[src/rtl/sdspi_host_arbiter.sv]
// Round-robin arbiter sharing one sdspihost between the autotest FSM (req 0) and user logic (req 1).
// Owns the host reset and a grant watchdog; define SDSPI_ARB_STATS_EN to enable the grant_cnt counters.
module sdspi_host_arbiter #(
  parameter logic [23:0] WDT_CYCLES      = 24'd10000000,
  parameter logic [7:0]  HOST_RST_CYCLES = 8'd16
) (
  input  logic        clk,
  input  logic        rst,
  input  logic [1:0]  req,
  output logic [1:0]  gnt,
  input  logic [1:0]  r_block,
  input  logic [1:0]  r_byte,
  input  logic [1:0]  w_block,
  input  logic [1:0]  w_byte,
  input  logic [63:0] block_addr_flat,
  input  logic [15:0] data_in_flat,
  output logic [1:0]  busy_out,
  input  logic        spi_busy,
  output logic        spi_r_block,
  output logic        spi_r_byte,
  output logic        spi_w_block,
  output logic        spi_w_byte,
  output logic [31:0] spi_block_addr,
  output logic [7:0]  spi_data_in,
  output logic        spi_rst,
  output logic        wdt_fault,
  output logic [31:0] grant_cnt
);

  typedef enum logic [1:0] {HRST, IDLE, OWN, GAP} state_t;

  localparam logic [23:0] RST_LAST = {16'd0, HOST_RST_CYCLES} - 24'd1;
  localparam logic [23:0] WDT_LAST = WDT_CYCLES - 24'd1;

  state_t      state_q, state_d;
  logic [23:0] cnt_q, cnt_d;
  logic [1:0]  gnt_q, gnt_d;
  logic        rr_last_q, rr_last_d;
  logic        wdt_fault_q, wdt_fault_d;
  logic [31:0] addr_q;
  logic [7:0]  data_q;
  logic        pick1;
  logic        grant_now;

  // With both requesting, the one that did not own the host last time wins.
  assign pick1     = (req == 2'b11) ? ~rr_last_q : req[1];
  assign grant_now = (state_q == IDLE) && !spi_busy && (|req);

  always_ff @(posedge clk) begin
    if (rst) begin
      state_q     <= HRST;
      cnt_q       <= '0;
      gnt_q       <= '0;
      rr_last_q   <= 1'b1;
      wdt_fault_q <= 1'b0;
      addr_q      <= '0;
      data_q      <= '0;
    end else begin
      state_q     <= state_d;
      cnt_q       <= cnt_d;
      gnt_q       <= gnt_d;
      rr_last_q   <= rr_last_d;
      wdt_fault_q <= wdt_fault_d;
      addr_q      <= spi_block_addr;
      data_q      <= spi_data_in;
    end
  end

  always_comb begin
    state_d     = state_q;
    cnt_d       = cnt_q;
    gnt_d       = gnt_q;
    rr_last_d   = rr_last_q;
    wdt_fault_d = wdt_fault_q;
    case (state_q)
      HRST: begin
        if (cnt_q == RST_LAST) begin
          state_d = IDLE;
          cnt_d   = '0;
        end else begin
          cnt_d = cnt_q + 24'd1;
        end
      end
      IDLE: begin
        if (grant_now) begin
          gnt_d     = pick1 ? 2'b10 : 2'b01;
          rr_last_d = pick1;
          cnt_d     = '0;
          state_d   = OWN;
        end
      end
      OWN: begin
        // The watchdog takes priority over a release in the same cycle.
        if (cnt_q == WDT_LAST) begin
          gnt_d       = '0;
          wdt_fault_d = 1'b1;
          cnt_d       = '0;
          state_d     = HRST;
        end else begin
          cnt_d = cnt_q + 24'd1;
          if (!(|(req & gnt_q)) && !spi_busy) begin
            gnt_d   = '0;
            state_d = GAP;
          end
        end
      end
      GAP:     state_d = IDLE;
      default: state_d = HRST;
    endcase
  end

  always_comb begin
    spi_r_block = |(r_block & gnt_q);
    spi_r_byte  = |(r_byte  & gnt_q);
    spi_w_block = |(w_block & gnt_q);
    spi_w_byte  = |(w_byte  & gnt_q);
    spi_block_addr = addr_q;
    spi_data_in    = data_q;
    busy_out       = 2'b11;
    if (gnt_q[0]) begin
      spi_block_addr = block_addr_flat[31:0];
      spi_data_in    = data_in_flat[7:0];
      busy_out       = {1'b1, spi_busy};
    end else if (gnt_q[1]) begin
      spi_block_addr = block_addr_flat[63:32];
      spi_data_in    = data_in_flat[15:8];
      busy_out       = {spi_busy, 1'b1};
    end
  end

  assign gnt       = gnt_q;
  assign spi_rst   = (state_q == HRST);
  assign wdt_fault = wdt_fault_q;

`ifdef SDSPI_ARB_STATS_EN
  logic [15:0] cnt0_q, cnt1_q;

  // Per-requester grant counters, saturating rather than wrapping.
  always_ff @(posedge clk) begin
    if (rst) begin
      cnt0_q <= '0;
      cnt1_q <= '0;
    end else if (grant_now) begin
      if (!pick1 && cnt0_q != 16'hFFFF) cnt0_q <= cnt0_q + 16'd1;
      if (pick1 && cnt1_q != 16'hFFFF)  cnt1_q <= cnt1_q + 16'd1;
    end
  end

  assign grant_cnt = {cnt1_q, cnt0_q};
`else
  assign grant_cnt = '0;
`endif

endmodule
[config.mk]
export PLATFORM = sky130hd
export DESIGN_NAME = sdspi_host_arbiter
export DESIGN_NICKNAME = d
export VERILOG_FILES = /design/src/rtl/sdspi_host_arbiter.sv
export SDC_FILE = /design/constraint.sdc
export NUM_CORES = 1
export LEC_CHECK = 0
export BUFFER_PORTS_ARGS = -buffer_cell sky130_fd_sc_hd__buf_2
export CELL_PAD_IN_SITES_DETAIL_PLACEMENT = 1
export CELL_PAD_IN_SITES_GLOBAL_PLACEMENT = 1
export CORE_MARGIN = 1
export CORE_UTILIZATION = 34
export DETAILED_ROUTE_END_ITERATION = 10
export PLACE_DENSITY = 0.9
export SLEW_MARGIN = 10
export SYNTH_ARGS = -nofsm -noshare
export SYNTH_HDL_FRONTEND = slang
export SYNTH_SLANG_ARGS = --single-unit
[constraint.sdc]
create_clock -name clk -period 2.6 [get_ports clk]
set_input_delay 0 -clock clk [delete_from_list [all_inputs] [get_ports clk]]
set_output_delay 0 -clock clk [all_outputs]
set_load 0.02 [all_outputs]
---- After elaboration in Yosys (flattened, before gate mapping) ----
Cells that the tools add are included.
word-level totals
  bits in registers ....................... 70
  output and inout bits ................... 82
  word-level logic and storage cells ...... 63
cells by class
  $add $sub $neg .......................... 1
  eq/ne operators ......................... 9
  multiplexer cells ....................... 21
  bitwise operators ....................... 6
  reductions and logical operators ........ 19
operators by type and width
  cell                   count
  $mux 24                3
  $pmux 24 s3            1
  $mux 32                2
  $add 24x1->24 const B  1
  $eq 24x24->1 const B   1
  $eq 24x4->1 const B    1
  $mux 2                 10
  $mux 8                 2
  $reduce_or 2->1        6
  $and 2x2->2            5
  $pmux 2 s4             1
  $eq 2x2->1 const B     3
  $reduce_and 2->1       3
  $reduce_and 3->1       2
  $pmux 2 s2             1
  $logic_and 1x1->1      3
  $ne 3x3->1 const B     1
  $reduce_bool 3->1      1
  $eq 2x1->1 const B     1
  $logic_not 1->1        2
  $logic_not 2->1        1
  $ne 2x1->1 const B     1
  $ne 2x2->1 const B     1
  $reduce_bool 2->1      1
  other kinds (2)        2

---- Longest topological paths before layout ----
  depth in word-level cells ............... 7
  gate-level depth with buffers ........... 10
  mapped depth without buffers ............ 8

---- Worst setup path after synthesis ----
OpenSTA, ideal clock, no wires.
  kind .................................... register to register
  from .................................... register cnt_q[0]
  to ...................................... register cnt_q[15]
  setup time .............................. 0.064 ns
  data arrival time ....................... 1.895 ns
  data required time ...................... 2.536 ns
  slack ................................... 0.641 ns
  cell stages (with the launch flop) ...... 11
  path buffers ............................ 3
  path through ............................ dfxtp_1 -> ha_1 -> and3_1 -> buf_2 -> and4_1 -> and3_2 -> nor4_4 -> buf_6 -> nor2_4 -> buf_6 -> nor2_1
on the way
  word-level cells in the longest chain between the ends .. 3
ends and longest elaborated chain
  what                                   RTL line  RTL
  start, declared                        36        logic [23:0] cnt_q, cnt_d;
  start signal, assigned                 60        cnt_q <= cnt_d;
  $add 24x1->24 (tied with other cells)  81, 100
  $mux 24, on equally long branches      94, 77
  $pmux 24 s3 *                          75        case (state_q)
Every way passes the cells marked *; elsewhere a longest branch is shown, timed or not.
A chain may end at the register's enable or synchronous reset.

---- Worst setup path after layout ----
  from .................................... register cnt_q[0]
  to ...................................... register state_q[0]
on the way
  word-level cells in the longest chain between the ends .. 3
ends and longest elaborated chain
  what                                                   RTL line  RTL
  $eq 24x24->1 / $eq 24x4->1 (equally long branches)     94, 77
  $mux 2 (tied with other cells)                         94        if (cnt_q == WDT_LAST) begin
  $pmux 2 s4 / $reduce_and 3->1 (equally long branches)  -
  end signal, assigned                                   59        state_q <= state_d;
  end, declared                                          35        state_t state_q, state_d;
Several ways; a longest one is shown, not always the timed one.

==> impl_metrics.csv <==
group,metric,value,unit
worst_setup_path,path_class,"flop to flop",
cells_and_area,num-fill-cells,1350,
routing,drc,0,
global_route,grt_max_degree,89,
worst_setup_path,max_stage_delay,0.47,ns
clocking,root_buffer,"clkbuf_16",
synth,yosysSeqAreaShare,0.360,
synth,yosys.area_share.simple,0.266,
sta,tightest_slew,0.825,ns
clocking,cts_buffer_depth,2,
synth,synthXorXnorAreaFrac,0.0270,
clocking,clk_latency,0.33,ns
sta,final_hold_viol_count,0,
floorplan,core,11000,um^2
cells_and_area,final_util,0.442,
synth,ys_seq_elements,70,
sta,setup-tns-final,0,ns
routing,vias,3676,
synth,synth_cell_types,57,
global_route,grt_pass1_vias,3925,
job,maxCapViolCount,0,
routing,avgViaCountPerCell,5.00,
sta,rsz0062_at_grt,"false",
worst_setup_path,critPathLaunch,"cnt_q[0]",
synth,synthCells,464,
sta,clock.fmax,0.436,GHz
worst_setup_path,r2r_end,"state_q[0]",
synth,synth_fa_ha_area_frac,0.0161,
worst_setup_path,r2r-start,"cnt_q[0]",
worst_setup_path,cp_common_cell,"o41ai_1",
pwr,power,2.86,mW
clocking,htree_levels,3,
floorplan,dieArea,11900,um^2
sta,relSlewSlack,0.446,
placed_design,dp.cells,722,
cells_and_area,fin_nets,691,
floorplan,initial_core_util,0.354,
worst_setup_path,reg2regPathDepth,6,
floorplan,row_count,38,
cells_and_area,final_cell_mix,"142 x buf_2, 68 x dfxtp_1, 62 x nand2_1, 44 x o21ai_0, 42 x nor2b_1",
worst_setup_path,crit_cells,6,
worst_setup_path,cp_max_fo,7,
worst_setup_path,worstSetupEndpointType,"flop",
sta,fin_crit,2.29,ns
routing,drt_pass1_iterations,4,
cells_and_area,diodes,0,
global_route,grt_pass1_wl,19.0,mm
clocking,cts_buffers,9,
cells_and_area,finalNonFillerCells,735,
sta,slew_violations,0,
worst_setup_path,cp_num_buf_inv,0,
synth,synth.avg_cell_area,8.39,um^2
clocking,cts_tree,"done",
global_route,gr-usage-all-layers,0.206,
cells_and_area,ff_latch_area,1400,um^2
synth,synthArstFlopShare,0,
cells_and_area,multi_input_area,2210,um^2
routing,avgRoutedWirePerCell,16.0,um
placed_design,dp_slack,0.409,ns
sta,finalWorstSetupSlack,0.309,ns
hold_path,hold_class,"input port to flop",
pwr,p_per_area,589,nW/um^2
synth,synth_compound_area_frac,0.123,
global_route,antenna_found_initial,0,
worst_setup_path,path_cells,"ha_1, and3_1, nand2_1, o41ai_1, o211ai_1, o41ai_1",
pwr,p_leak,2.00,nW
global_route,overflow,0,
sta,fin_crit_sh,0.881,
cells_and_area,area_delta_synth_final,24.7,%
sta,setup_viol_count_final,0,
clocking,clk_pin_slew,0.06,ns
routing,antenna_left,0,
worst_setup_path,critPathRequiredTime,2.81,ns
worst_setup_path,cp_top_family,"compound AO/OA/AOI/OAI gates",
sta,skew,0.00389,ns
worst_setup_path,crit_path_end,"state_q[0]",
pwr,vdd_drop_max,0.362,mV
clocking,holdBufCountCts,0,
worst_setup_path,startpoint_type,"flop",
worst_setup_path,reg2reg_slack,0.31,ns
cells_and_area,final_common_cell,"buf_2",
synth,synth_flop_cell,"dfxtp_1",
synth,syn_area,3890,um^2
worst_setup_path,crit_arrival,2.50,ns
floorplan,die_h,109,um
floorplan,ios,175,
clocking,cts.sinks,70,
placed_design,gp_congestion,0.833,
clocking,cts_resized,0,
synth,synth.top_cell.area_share,0.360,
synth,synthMuxAreaShare,0.106,
floorplan,fp.dieW,109,um
routing,wirelength,11.7,mm
clocking,cts_setup_buffers,0,
placed_design,hpwl,8.63,mm
synth,synth_edf_count,0,
run_status,status,"finished, final reports clean",
synth,ys_top_cells_by_area,"dfxtp_1 36%, mux2i_1 10%, nor2b_1 6.8%",
synth,synth_top_area_cell,"dfxtp_1",
placed_design,io_buffers,142,
synth,synth_top_family_by_area,"simple AND/OR/NAND/NOR gates",
worst_setup_path,critPathSlowestCell,"o41ai_1",
cells_and_area,drive_above_1_share,0.296,
routing,drtIter0Drc,140,
synth,ys_warn_count,0,
## worst min-delay path by stage
stage	start	end	slack, ns	depth (start not counted)
floorplan	spi_busy	busy_out[1]	0.17	2
global placement	r_byte[1]	spi_r_byte	0.32	3
detailed placement	r_byte[1]	spi_r_byte	0.33	3
CTS	block_addr_flat[29]	addr_q[29]	0.02	4
global route	block_addr_flat[29]	addr_q[29]	0.04	4
finish	block_addr_flat[29]	addr_q[29]	0.02	4
## Yosys cell counts, drive strengths merged (6+ instances only)
| library cell | count |
|---|---|
| a21oi | 7 |
| buf | 42 |
| clkbuf | 18 |
| dfxtp | 70 |
| inv | 6 |
| mux2i | 40 |
| nand2 | 63 |
| nand3 | 17 |
| nand4 | 6 |
| nor2 | 23 |
| nor2b | 42 |
| nor3 | 9 |
| nor4 | 7 |
| o21ai | 45 |
| xor2 | 7 |
## metrics by stage
step	hold slack [ns]	area [um^2]
after global routing	0.0365	4850
final	0.0233	4850
after CTS	0.0191	4850
after detailed placement	0.330	4580
after global placement	0.325	4580
after floorplan	0.173	4010
## cells by family (layout without fill, tap and decap cells)
group | count (synthesis) | count (layout)
buf+inv | 66 | 166
mux | 41 | 41
simple gates | 190 | 190
other cells | 1 | 32
xor+xnor | 12 | 12
flops | 70 | 70
compound gates | 79 | 79
fa+ha+maj | 5 | 5
## state kept, by name, indices dropped and copies added (netlist names)
signal	count
addr_q	32
cnt_q	24
wdt_fault	1
state_q	2
data_q	8
gnt	2
rr_last_q	1
## layer usage
metal	up-vias	global-route usage	wire [um]
met5	-	0	0
met3	17	0.0658	684
met4	0	0.0724	226
met2	108	0.376	6200
met1	1755	0.222	4630
li1	1796	-	-
## worst register-to-register path: stages (launching register included)
cell      delay (ns)
dfxtp_1         0.40
ha_1            0.25
and3_1          0.31
nand2_1         0.15
o41ai_1         0.47
o211ai_1        0.24
o41ai_1         0.35
## cell type report
cell class / count / area share
clock inverter: 2 / 0.00722
tap: 140 / 0.0361
multi-input combinational: 359 / 0.456
sequential: 70 / 0.289
timing repair buffer: 147 / 0.157
clock buffer: 11 / 0.0500
inverter: 6 / 0.00464
## where the power goes
group | internal, mW | switching, mW
clock | 0.751 | 0.437
sequential | 1.12 | 0.0290
combinational | 0.189 | 0.336
total | 2.06 | 0.802
No activity file was read; power rests on OpenSTA's default activity.
